--- src/rtl/n_pkg.sv ---
// n_pkg: slot-id typedef macro, popcount helper and illegal-free check shared by the n_alloc slice.
`define N_SLOT_ID_T(w) typedef logic [$clog2(w)-1:0] slot_id_t;
`define N_ASSERT_FREE(clk, rst_n, vld, ok) assert property (@(posedge clk) disable iff (!rst_n) (vld) |-> (ok)) else $warning("n_alloc: release of unallocated or out-of-range slot ignored");
package n_pkg;
    function automatic logic [7:0] popcount(input logic [63:0] v);
        popcount = '0;
        for (int i = 0; i < 64; i++) popcount += 8'(v[i]);
    endfunction
endpackage

--- src/rtl/n_alloc_srch.sv ---
// n_alloc_srch: circular downward search for the first zero of mask, starting just below ptr.
module n_alloc_srch #(
    parameter int W = 32,
    parameter bit INFER = 1'b0,
    localparam int IW = $clog2(W)
) (
    input  logic [W-1:0]  mask,
    input  logic [IW-1:0] ptr,
    output logic [W-1:0]  oh,
    output logic [IW-1:0] idx,
    output logic          any
);
    logic [W-1:0] free;
    assign free = ~mask;
    assign any = |free;
    assign oh = any ? W'(1) << idx : '0;
    if (INFER) begin : g_rot
        logic [W-1:0] rot;
        logic [IW-1:0] j;
        logic [IW:0] s;
        // after rotating right by ptr, slot ptr-1 sits at the top, so the MSB is the first hit
        always_comb begin
            rot = W'({free, free} >> ptr);
            j = '0;
            for (int i = 0; i < W; i++) if (rot[i]) j = IW'(i);
            s = {1'b0, j} + {1'b0, ptr};
            idx = s >= (IW+1)'(W) ? IW'(s - (IW+1)'(W)) : IW'(s);
        end
    end else begin : g_pos
        logic [W-1:0] lo;
        logic [W-1:0] sel;
        // highest zero below ptr wins; if none, the search has wrapped to the highest zero overall
        always_comb begin
            for (int i = 0; i < W; i++) lo[i] = free[i] & (IW'(i) < ptr);
            sel = |lo ? lo : free;
            idx = '0;
            for (int i = 0; i < W; i++) if (sel[i]) idx = IW'(i);
        end
    end
endmodule

--- src/rtl/n_alloc.sv ---
// n_alloc: K-channel round-robin slot allocator over a W-entry occupancy bitmap.
module n_alloc
    import n_pkg::*;
#(
    parameter int W = 32,
    parameter int K = 2,
    parameter bit INFER = 1'b0
) (
    input  logic                   clk,
    input  logic                   arst_n,
    input  logic [K-1:0]           alloc_vld_i,
    output logic [K-1:0]           alloc_rdy_o,
    output logic [K*$clog2(W)-1:0] alloc_id_o,
    input  logic                   free_vld_i,
    input  logic [$clog2(W)-1:0]   free_id_i,
    output logic [W-1:0]           occ_o,
    output logic [$clog2(W+1)-1:0] cnt_o,
    output logic                   full_o,
    output logic                   empty_o
);
    localparam int IW = $clog2(W);
    localparam int CW = $clog2(W + 1);
    localparam int N2 = 1 << IW;
    `N_SLOT_ID_T(W)
    logic [W-1:0] occ, set, occ_n;
    slot_id_t ptr, ptr_n;
    logic [CW-1:0] cnt, cnt_n;
    logic [W-1:0] m [K];
    logic [W-1:0] oh [K];
    slot_id_t id [K];
    logic [K-1:0] any, g;
    logic [N2-1:0] occ_ext;
    logic legal;
    // each channel searches the bitmap with all lower channels' candidates already marked taken
    for (genvar k = 0; k < K; k++) begin : g_ch
        if (k == 0) begin : g_head
            assign m[k] = occ;
        end else begin : g_link
            assign m[k] = m[k-1] | oh[k-1];
        end
        n_alloc_srch #(.W(W), .INFER(INFER)) u_srch (
            .mask(m[k]),
            .ptr (ptr),
            .oh  (oh[k]),
            .idx (id[k]),
            .any (any[k])
        );
        assign alloc_rdy_o[k] = any[k] & arst_n;
        assign alloc_id_o[k*IW +: IW] = id[k];
    end
    always_comb begin
        g = alloc_vld_i & alloc_rdy_o;
        set = '0;
        ptr_n = ptr;
        for (int i = 0; i < K; i++) begin
            set = g[i] ? set | oh[i] : set;
            ptr_n = g[i] ? id[i] : ptr_n;
        end
        occ_ext = N2'(occ);
        legal = free_vld_i & occ_ext[free_id_i];
        occ_n = (occ | set) & ~(legal ? W'(N2'(1) << free_id_i) : '0);
        cnt_n = cnt + CW'(popcount(64'(g))) - CW'(legal);
    end
    always_ff @(posedge clk or negedge arst_n) begin
        if (!arst_n) begin
            occ <= '0;
            ptr <= '0;
            cnt <= '0;
        end else begin
            occ <= occ_n;
            ptr <= ptr_n;
            cnt <= cnt_n;
        end
    end
    `N_ASSERT_FREE(clk, arst_n, free_vld_i, legal)
    assign occ_o = occ;
    assign cnt_o = cnt;
    assign full_o = cnt == CW'(W);
    assign empty_o = cnt == '0;
endmodule

--- config.mk ---
export PLATFORM = sky130hd
export DESIGN_NAME = n_alloc
export DESIGN_NICKNAME = d
export VERILOG_FILES = /design/src/rtl/n_pkg.sv /design/src/rtl/n_alloc_srch.sv /design/src/rtl/n_alloc.sv
export SDC_FILE = /design/constraint.sdc
export NUM_CORES = 1
export LEC_CHECK = 0
export ABC_CLOCK_PERIOD_IN_PS = 6000
export CORE_ASPECT_RATIO = 1.4
export CORE_MARGIN = 4
export CORE_UTILIZATION = 60
export DETAILED_ROUTE_END_ITERATION = 8
export DONT_BUFFER_PORTS = 1
export HOLD_SLACK_MARGIN = 0.02
export PLACE_DENSITY = 0.78
export SLEW_MARGIN = 20
export SYNTH_ARGS = -nofsm -noshare
export SYNTH_HDL_FRONTEND = slang
export SYNTH_HIERARCHICAL = 1
export SYNTH_SLANG_ARGS = --single-unit
--- constraint.sdc ---
create_clock -name clk -period 6 [get_ports clk]
set_clock_uncertainty 0.15 [all_clocks]
set_input_delay 0.6 -clock clk [delete_from_list [all_inputs] [get_ports clk]]
set_output_delay 0.6 -clock clk [all_outputs]
set_load 0.02 [all_outputs]
==> impl_metrics.py, run 1 <==
metrics = {
    "global_route": {
        "grt.overflow.total": 471,
        "grt_usage_pct": 87.6,
        "grt_first_pass_wirelength_mm": 97.0,
        "grt_pass1_vias": 14198,
        "grt_max_degree": 44,
    },
    "synth": {
        "synthTopCellsByArea": "dfrtp_1 15%, nor2_1 4.4%, nor4b_2 4.1%",
        "synth_area_um2": 7300,
        "synth_seq_cells": 43,
        "ys_types": 90,
        "syn_area_per_cell_um2": 7.90,
        "synth_top_area_share_pct": 14.7,
        "yosysTopAreaCell": "dfrtp_1",
        "synth_edf_count": 0,
        "seq_area_frac_synth_pct": 14.7,
        "yosysWarnings": 6,
        "syn-num-nets": 945,
        "synth_ff_type": "dfrtp_1",
        "syn_inst": 925,
        "async_reset_ff_share_pct": 100,
    },
    "clock_network": {
        "h-tree-depth": 2,
        "cts_num_sinks": 43,
        "cts_buffers": 5,
        "ctsLongestPathBuffers": 2,
        "root_buffer": "clkbuf_16",
    },
    "run_status": {
        "haltStage": "global routing",
        "error": "[ERROR GRT-0116] Global routing finished with congestion. Check the congestion regions in the DRC Viewer.",
        "outcome": "stopped before the end",
    },
    "die": {
        "io_pins": 62,
        "die_x_um": 101,
        "start_util_pct": 61.5,
        "die_y_um": 139,
        "num_rows": 47,
    },
    "placed_design": {
        "dp_hpwl_mm": 26.3,
        "dp.cells": 1268,
        "dpl-instance-area_um2": 9340,
        "gp_congestion": 1.17,
        "place.port_buffers": 0,
    },
}
## kinds of logic after synthesis
family,after synthesis,synth area share [%]
XOR/XNOR,4,0.480
buffers and inverters,133,11.1
AO/OA/AOI/OAI,296,31.5
multiplexers,18,3.34
adder cells (fa/ha/maj),12,2.23
AND/OR/NAND/NOR,419,36.6
flip-flops,43,14.7
## metal layers
metal	global-route usage, %	overflow
met1	87.6	7
met2	103	295
met3	72.3	17
met4	89.4	150
met5	24.9	2
## metrics by stage
step                      utilization [%]  setup slack, ns
after floorplan                         -           -0.164
after global placement               78.7           -0.761
after detailed placement             78.7            -1.01
after CTS                            95.8           -0.748
## synthesized netlist by cell type (all sizes together) (9+ instances only)
library cell	number
a211oi	14
a21o	17
a21oi	46
a221oi	32
a22oi	9
a31oi	26
and2	16
and3	9
and4	12
and4b	22
buf	85
clkbuf	16
dfrtp	43
inv	32
mux2i	12
nand2	62
nand2b	20
nand3	18
nand4	21
nor2	90
nor2b	12
nor3	20
nor4	20
nor4b	20
o21ai	36
o41ai	18
or2	43
or3	12
## timing repair
item | 4_1_cts
cloned | 6
pin swaps | 70
hold endpoints to repair | 43
endpoints found under the setup margin | 48
hold buffers | 2
setup buffers | 85
resized for setup | 214
==> run 2: changes to the inputs <==
Settings changed: ABC_CLOCK_PERIOD_IN_PS 6000 to 7800, CORE_ASPECT_RATIO 1.4 to unset, CORE_UTILIZATION 60 to 40, HOLD_SLACK_MARGIN 0.02 to unset, PLACE_DENSITY 0.78 to unset, PLACE_DENSITY_LB_ADDON set to 0.15.
Clock period 6 ns to 7.8 ns, I/O delays scaled along.
==> run 2 against run 1 <==
Area after synthesis stayed put. The run now ends clean. Synthesized cell count did not move.
==> impl_metrics.py, run 2 <==
metrics = {
    "routing": {
        "drc_errors": 0,
        "post_drt_via_cell_ratio": 7.05,
        "wl_mm": 32.7,
        "ant_nets": 0,
        "firstDrtPassIters": 5,
        "via_count": 8212,
        "wl_per_cell_um": 28.1,
        "drt_iter0_markers": 1353,
    },
    "timing": {
        "hold_viol_final": 0,
        "fmax_mhz": 130,
        "tightest_slew_ns": 1.03,
        "period_share_pct": 98.3,
        "setup_viol": 0,
        "post-route-min-period_ns": 7.67,
        "relSlewSlack_pct": 30.8,
        "drv_slew": 0,
    },
    "global_route": {
        "grt_max_degree": 48,
        "grt.overflow.total": 0,
        "grt_usage_pct": 30.4,
        "grt_pass1_vias": 7264,
        "grt_first_pass_wirelength_mm": 47.4,
        "antenna_found_initial": 0,
    },
    "die": {
        "die_x_um": 143,
        "start_util_pct": 40.7,
        "num_rows": 49,
        "die_y_um": 143,
        "die_area_um2": 20500,
        "core_area_um2": 18000,
        "io_pins": 62,
    },
    "synth": {
        "async_reset_ff_share_pct": 100,
        "syn_area_per_cell_um2": 7.90,
        "syn-num-nets": 945,
        "yosysTopAreaCell": "dfrtp_1",
        "synth_top_area_share_pct": 14.7,
        "yosysWarnings": 6,
        "synth_ff_type": "dfrtp_1",
        "synth_edf_count": 0,
        "ys_types": 90,
        "syn_inst": 925,
        "synth_seq_cells": 43,
        "ys_top_cells_by_count": "86 x nor2_1, 60 x nand2_1, 44 x a21oi_1",
        "synth_area_um2": 7300,
        "synthTopCellsByArea": "dfrtp_1 15%, nor2_1 4.4%, nor4b_2 4.1%",
        "seq_area_frac_synth_pct": 14.7,
        "synth_most_common_cell": "nor2_1",
    },
    "cells_and_area": {
        "nFillCells": 1820,
        "drive_gt1_share_pct": 27.9,
        "diodes": 0,
        "layout.nets": 954,
        "multi_input_comb_area_um2": 5510,
        "fin_util_pct": 44.6,
        "final_cell_mix": "92 x buf_4, 85 x nor2_1, 60 x nand2_1",
        "layout-area-overhead-vs-synth_pct": 9.75,
        "regArea_um2": 1090,
        "largest_reg_flops": 32,
        "mostFrequentLayoutCell": "buf_4",
    },
    "worst_setup_path": {
        "timing.rr.start": "ptr[2]",
        "critPathLaunchType": "flop",
        "reg2regPathDepth": 30,
        "critPathMostFrequentCell": "buf_4",
        "worst_path_largest_cell_delay_ns": 0.57,
        "worst_ep_arrival_time_ns": 6.74,
        "crit_path_end_kind": "output port",
        "timing.critical_path.buf_inv": 7,
        "rr_endpoint": "occ_o[6]",
        "critical-path-top-delay-family": "compound AO/OA/AOI/OAI gates",
        "required_ns": 6.87,
        "reg2reg_slack_ns": 0.32,
        "crit_type": "flop to output port",
        "worstPathMaxFanout": 15,
        "crit_path_top_delay_cell": "dfrtp_4",
    },
    "run_status": {
        "outcome": "complete, no violations",
    },
    "worst_hold_path": {
        "hold_path.class": "primary input to asynchronous set/reset pin",
    },
    "placed_design": {
        "place.port_buffers": 0,
        "dp_hpwl_mm": 24.3,
        "gp_congestion": 1.05,
    },
    "clock_network": {
        "clkTransAtPathRegs_ns": 0.07,
        "root_buffer": "clkbuf_16",
        "cts_tree": "done",
        "ctsLongestPathBuffers": 2,
        "clk_latency_ns": 0.30,
        "cts_num_sinks": 43,
        "h-tree-depth": 2,
        "cts_buffers": 5,
    },
    "job": {
        "drv_cap": 0,
    },
}
[run 2: cell counts after synthesis]
No cell type changed its count.
[run 2: timing repair]
item                                    CTS  global route
hold buffers                              0             0
pin swaps                                 0             6
endpoints found under the setup margin    3            33
gates resized for setup                   2            32
gates cloned                              0             1
buffers inserted                          0            17
[run 2: how the worst max path moves through the flow]
stage	startpoint	to	slack [ns]	depth (start not counted)
finish	ptr[2]	alloc_id_o[5]	0.13	26
global route	ptr[2]	alloc_id_o[5]	-0.03	26
CTS	ptr[1]	alloc_id_o[5]	0.01	26
detailed placement	ptr[1]	alloc_id_o[8]	0.11	23
global placement	ptr[1]	occ_o[22]	0.04	28
floorplan	ptr[4]	alloc_id_o[5]	1.21	30
[run 2: layer usage]
layer  share of wire, %  vias to the layer above  track usage, %  wire [um]
met1                 41                     3905            44.1      13400
met5                  0                        -               0          0
met3                 12                       97            7.27       3990
li1                   -                     3604               -          -
met2                 43                      606            44.1      14000
met4                4.2                        0            10.2       1380
[run 2: through the flow]
step / std cells / setup WS (ns) / hold WS [ns] / setup TNS [ns] / cell area, um^2
3_3_place_gp: 1138 / 0.0394 / 0.336 / 0 / 7610
2_1_floorplan: 925 / 1.21 / 0.334 / 0 / 7300
3_5_place_dp: 1138 / 0.114 / 0.336 / 0 / 7610
6_report: 1164 / 0.131 / 0.0186 / 0 / 8020
5_1_grt: 1164 / -0.0326 / 0.00891 / -0.0621 / 8020
4_1_cts: 1146 / 0.0103 / 0.0140 / 0 / 7750
[run 2: final cells by class]
cell class              count  area share [%]
multi-input cells         749            68.7
flip-flops and latches     43            13.7
repair buffers            102            10.6
well taps                 229            3.57
clock buffers               6            1.61
inverters                  32            1.59
clock inverters             2           0.172
repair inverters            1          0.0624
[run 2: cells by family after synthesis]
| family | Yosys count | synth area share [%] |
|---|---|---|
| AOI/OAI and AO/OA | 296 | 31.5 |
| xor gates and xnor gates | 4 | 0.480 |
| adders and majority gates | 12 | 2.23 |
| buffers and inverters | 133 | 11.1 |
| DFF | 43 | 14.7 |
| muxes | 18 | 3.34 |
| and+or+nand+nor | 419 | 36.6 |
Power of run 2 is left out: the tool's default activity adds up to more than one toggle a clock period on the data nets, which glitch-free logic cannot reach.
